$ cat src/rtl/fetch_seq_pkg.sv
// rtl/fetch_seq_pkg.sv - shared state encoding and opcode constants for the fetch sequencer
package fetch_pkg;

  typedef enum logic [1:0] {
    S_OP    = 2'd0,
    S_ARG   = 2'd1,
    S_ISSUE = 2'd2,
    S_HALT  = 2'd3
  } state_t;

  localparam int         TWO_BYTE_BIT = 7;
  localparam logic [3:0] JMP_NIB      = 4'hF;
  localparam logic [7:0] HALT_OP      = 8'h7F;

  // Jump opcodes carry their condition mask in the low nibble.
  function automatic logic is_jump(input logic [7:0] op);
    return op[7:4] == JMP_NIB;
  endfunction

  function automatic logic is_halt(input logic [7:0] op);
    return op == HALT_OP;
  endfunction

endpackage

$ cat src/rtl/fetch_seq_cond_eval.sv
// rtl/fetch_seq_cond_eval.sv - jump condition: mask 0 is unconditional, else any masked flag set
module cond_eval (
  input  logic [3:0] mask,
  input  logic [3:0] flags,
  output logic       take
);

  assign take = (mask == 4'h0) || ((mask & flags) != 4'h0);

endmodule

$ cat src/rtl/fetch_seq.sv
// rtl/fetch_seq.sv - instruction fetch sequencer driving the PC incr/load pair each cycle
// Optional HALT opcode support is enabled with FETCH_SEQ_HALT_EN.
module fetch_seq
  import fetch_pkg::*;
#(
  parameter int AW = 8,
  parameter int DW = 8
) (
  input  logic          clk,
  input  logic          reset,
  input  logic [AW-1:0] pc_addr,
  input  logic [DW-1:0] rom_data,
  input  logic [3:0]    flags,
  input  logic          ir_ready,
  output logic          pc_incr,
  output logic [AW-1:0] pc_data,
  output logic          ir_valid,
  output logic [DW-1:0] ir_op,
  output logic [DW-1:0] ir_arg,
  output logic          halted
);

  state_t state;
  state_t state_nxt;
  logic   cond_take;
  logic   jump_taken;

  cond_eval u_cond_eval (
    .mask  (ir_op[3:0]),
    .flags (flags),
    .take  (cond_take)
  );

  assign jump_taken = is_jump(ir_op[7:0]) && cond_take;

  always_ff @(posedge clk) begin
    if (reset) begin
      state  <= S_OP;
      ir_op  <= '0;
      ir_arg <= '0;
    end else begin
      state <= state_nxt;
      case (state)
        S_OP: begin
          ir_op  <= rom_data;
          ir_arg <= '0;
        end
        S_ARG:   ir_arg <= rom_data;
        default: ;
      endcase
    end
  end

  // The PC moves every clock, so "hold" is expressed as loading its own value.
  always_comb begin
    state_nxt = state;
    pc_incr   = 1'b1;
    pc_data   = pc_addr;
    ir_valid  = 1'b0;
    halted    = 1'b0;
    case (state)
      S_OP: begin
        state_nxt = rom_data[TWO_BYTE_BIT] ? S_ARG : S_ISSUE;
      end
      S_ARG: begin
        state_nxt = S_ISSUE;
      end
      S_ISSUE: begin
        ir_valid = 1'b1;
        pc_incr  = 1'b0;
        if (ir_ready) begin
          if (jump_taken) begin
            pc_data = AW'(ir_arg);
          end
          state_nxt = S_OP;
`ifdef FETCH_SEQ_HALT_EN
          if (is_halt(ir_op[7:0])) begin
            state_nxt = S_HALT;
          end
`endif
        end
      end
`ifdef FETCH_SEQ_HALT_EN
      S_HALT: begin
        halted  = 1'b1;
        pc_incr = 1'b0;
      end
`endif
      default: begin
        state_nxt = S_OP;
      end
    endcase
  end

endmodule

$ cat config.mk
export PLATFORM = sky130hd
export DESIGN_NAME = fetch_seq
export DESIGN_NICKNAME = d
export VERILOG_FILES = /design/src/rtl/fetch_seq_pkg.sv /design/src/rtl/fetch_seq_cond_eval.sv /design/src/rtl/fetch_seq.sv
export SDC_FILE = /design/constraint.sdc
export NUM_CORES = 1
export LEC_CHECK = 0
export ABC_AREA = 1
export CAP_MARGIN = 5
export CORE_ASPECT_RATIO = 1.5
export CORE_MARGIN = 3
export CORE_UTILIZATION = 40
export DETAILED_ROUTE_END_ITERATION = 10
export MAX_ROUTING_LAYER = met4
export PLACE_DENSITY_LB_ADDON = 0.25
export SLEW_MARGIN = 30
export SYNTH_ARGS = -nofsm -noshare
export SYNTH_HDL_FRONTEND = slang
export SYNTH_SLANG_ARGS = --single-unit
$ cat constraint.sdc
create_clock -name clk -period 2.2 [get_ports clk]
set_input_delay 0.55 -clock clk [delete_from_list [all_inputs] [get_ports clk]]
set_output_delay 0.55 -clock clk [all_outputs]
set_load 0.01 [all_outputs]
==> results.py <==
metrics = {
    "power_and_ir_drop": {
        "share_comb_of_total_power_pct": 29.7,
        "seqPwrFrac_pct": 45.4,
        "finalPower_uw": 806.0,
        "p_per_area_nw_per_um2": 551.0,
        "vdd_drop_max_mv": 0.5002,
        "switching_share_pct": 29.38,
        "clkPwrFrac_pct": 24.9,
        "internal-power_uw": 569.2,
        "p_leak_nw": 0.6241,
        "switching_power_uw": 236.8,
    },
    "place": {
        "placed_area_sq_um": 1395,
        "dp_hpwl_um": 1928,
        "place.gp.congestion": 0.7455,
        "io_buffers": 48,
        "placedCellCount": 189,
    },
    "global_route": {
        "grt_max_degree": 19,
        "globalRouteOverflowTotal": 0,
        "antenna_found_initial": 0,
        "first_global_vias": 958,
        "grt_pass1_wl_um": 4326,
        "grt_usage_pct": 20.53,
    },
    "sta": {
        "finClkSkew_ns": 0.002551,
        "hold_violations": 0,
        "slew_viol_final": 0,
        "rsz0062_at_grt": "no",
        "fmax_mhz": 482.5,
        "timing.final.crit_period_ns": 2.072,
        "min_period_over_period_pct": 94.20,
        "finalSetupTns_ns": 0,
        "setup_violations": 0,
    },
    "worst_setup_path": {
        "r2r-start": "state[0]",
        "cp.arrival_ns": 1.52,
        "slowest_delay_ns": 0.52,
        "cp.required_ns": 1.65,
        "worstSetupEndpointType": "primary output",
        "path_cells": "buf_4 -> nor2_1 -> inv_1 -> clkdlybuf4s50_1",
        "slowest_stage": "clkdlybuf4s50_1",
        "path_max_fanout": 11,
        "cp_num_buf_inv": 3,
        "critical_path_class": "flip-flop to primary output",
        "cp_top_family": "buffers and inverters",
        "startpoint": "state[0]",
        "worstSetupStartpointType": "flip-flop",
    },
    "synthesis": {
        "seq_area_frac_synth_pct": 39.83,
        "netlist_instances": 121,
        "syn_nets": 144,
        "mappedNetlistArea_sq_um": 904.6,
        "avgSynthCellArea_sq_um": 7.476,
        "ys_warn_count": 0,
        "synthDistinctLibCells": 19,
        "ys_seq_elements": 18,
        "yosysTopAreaCellShare_pct": 39.83,
        "yosysTopAreaCell": "dfxtp_1",
        "synthTopCellsByArea": "dfxtp_1 (40%), nand2_1 (20%), a21oi_1 (8.9%)",
    },
    "layout": {
        "fill_cells": 178,
        "postLayoutCoreUtil_pct": 70.42,
        "drive_gt1_share_pct": 21.59,
        "antennaDiodeCount": 0,
        "final_nets": 200,
        "regArea_sq_um": 361.6,
        "multi_input_area_sq_um": 530.5,
        "area_growth_pct": 61.69,
        "fin_cells": 198,
        "stdcell_area_sq_um": 1463,
    },
    "routing": {
        "firstDrtPassIters": 4,
        "drcViolationCount": 0,
        "drt-initial-drc-count": 19,
        "vias": 993,
        "routed_wl_um": 2590,
        "wire_per_inst_um": 13.08,
        "ant_nets": 0,
        "via_per_inst": 5.015,
    },
    "clock_tree": {
        "cts_root_buffer": "clkbuf_4",
        "clk_pin_slew_ns": 0.10,
        "numCtsBuffers": 3,
        "htree_levels": 1,
        "insertion_delay_ns": 0.29,
        "clock-sinks": 18,
        "cts_tree": "yes",
        "cts_buffer_depth": 2,
    },
    "min_path": {
        "hp-class": "flip-flop to flip-flop",
        "min_from": "ir_arg[2]",
    },
    "floorplanning": {
        "core_area_sq_um": 2077,
        "die_area_sq_um": 2880,
        "io_pins": 50,
        "die-width_um": 44.83,
        "start_util_pct": 43.55,
        "die_y_um": 64.25,
        "rows": 20,
    },
    "outcome": {
        "status": "complete, no violations",
    },
    "flow_run": {
        "cap_violations": 0,
    },
}
[final timing paths]
kind                    end  cells after the start  slack, ns
hold reg to reg   ir_arg[2]                      2       0.48
setup reg to reg   ir_op[6]                      5       1.08
hold / removal    ir_arg[2]                      2       0.48
setup / recovery    pc_incr                      4       0.13
[tightest hold or removal path, stage by stage, from the launching register on]
cell,delay (ns)
dfxtp_1,0.33
nand2_1,0.06
a21oi_1,0.05
[layout make-up]
type / instances / share of cell area [%]
Clock buffer: 4 / 2.481
Timing Repair Buffer: 54 / 33.53
Multi-Input combinational cell: 96 / 36.27
Tap cell: 22 / 1.882
Sequential cell: 18 / 24.72
Inverter: 4 / 1.112
[layer usage]
metal  track usage [%]  share of wire, %  vias to the layer above
met3             3.099               6.4                        5
met2             36.87                54                       42
met4             7.692               2.0                        0
met1             21.59                38                      441
li1                  -                 -                      505
met5                 -                 0                        -
[stage by stage]
stage	hold slack, ns	setup WS (ns)
3_3_place_gp	0.4605	-0.4124
4_1_cts	0.4837	0.08349
2_1_floorplan	0.4930	0.5469
3_5_place_dp	0.4697	-0.4361
6_report	0.4802	0.1277
5_1_grt	0.5112	0.01867
[registers in the layout, summed over array words and instances, names as in the netlist]
register / flops
state: 2
ir_op: 8
ir_arg: 8
[logic make-up after synthesis]
family / count (synthesis) / synth area share [%]
compound gates: 16 / 8.852
buf+inv: 9 / 6.223
flops: 18 / 39.83
other cells: 1 / 0.4145
simple gates: 77 / 44.68
[Yosys cell counts (all sizes together)]
| cell | instances |
|---|---|
| a21oi | 16 |
| buf | 4 |
| clkbuf | 1 |
| clkinv | 1 |
| conb | 1 |
| dfxtp | 18 |
| inv | 3 |
| nand2 | 49 |
| nand3 | 17 |
| nand4 | 1 |
| nor2 | 9 |
| nor3b | 1 |
[power by group through the flow]
stage               registers, mW  clock network, mW  logic [mW]
floorplan                   0.379                  0       0.100
global placement            0.371                  0       0.213
detailed placement          0.373                  0       0.217
CTS                         0.366              0.206       0.239
global route                0.369              0.229       0.258
finish                      0.366              0.200       0.239
[repair_timing]
action,CTS,global route
cloned,2,0
buffers inserted,3,0
endpoints found under the setup margin,8,1
hold buffers,0,0
pin swaps,7,0
resized for setup,46,1
[cells in the final DEF (no fill, tap or decap), drive strengths merged]
cell type,netlist,layout
a21oi,16,16
dfxtp,18,18
inv,3,3
nor3b,1,1
nor2,9,10
clkinv,1,1
conb,1,1
clkdlybuf4s50,0,35
nand2,49,50
nand3,17,17
dlygate4sd2,0,5
clkbuf,1,4
nand4,1,1
buf,4,14
Note: power is estimated with default switching activity, not from simulation.
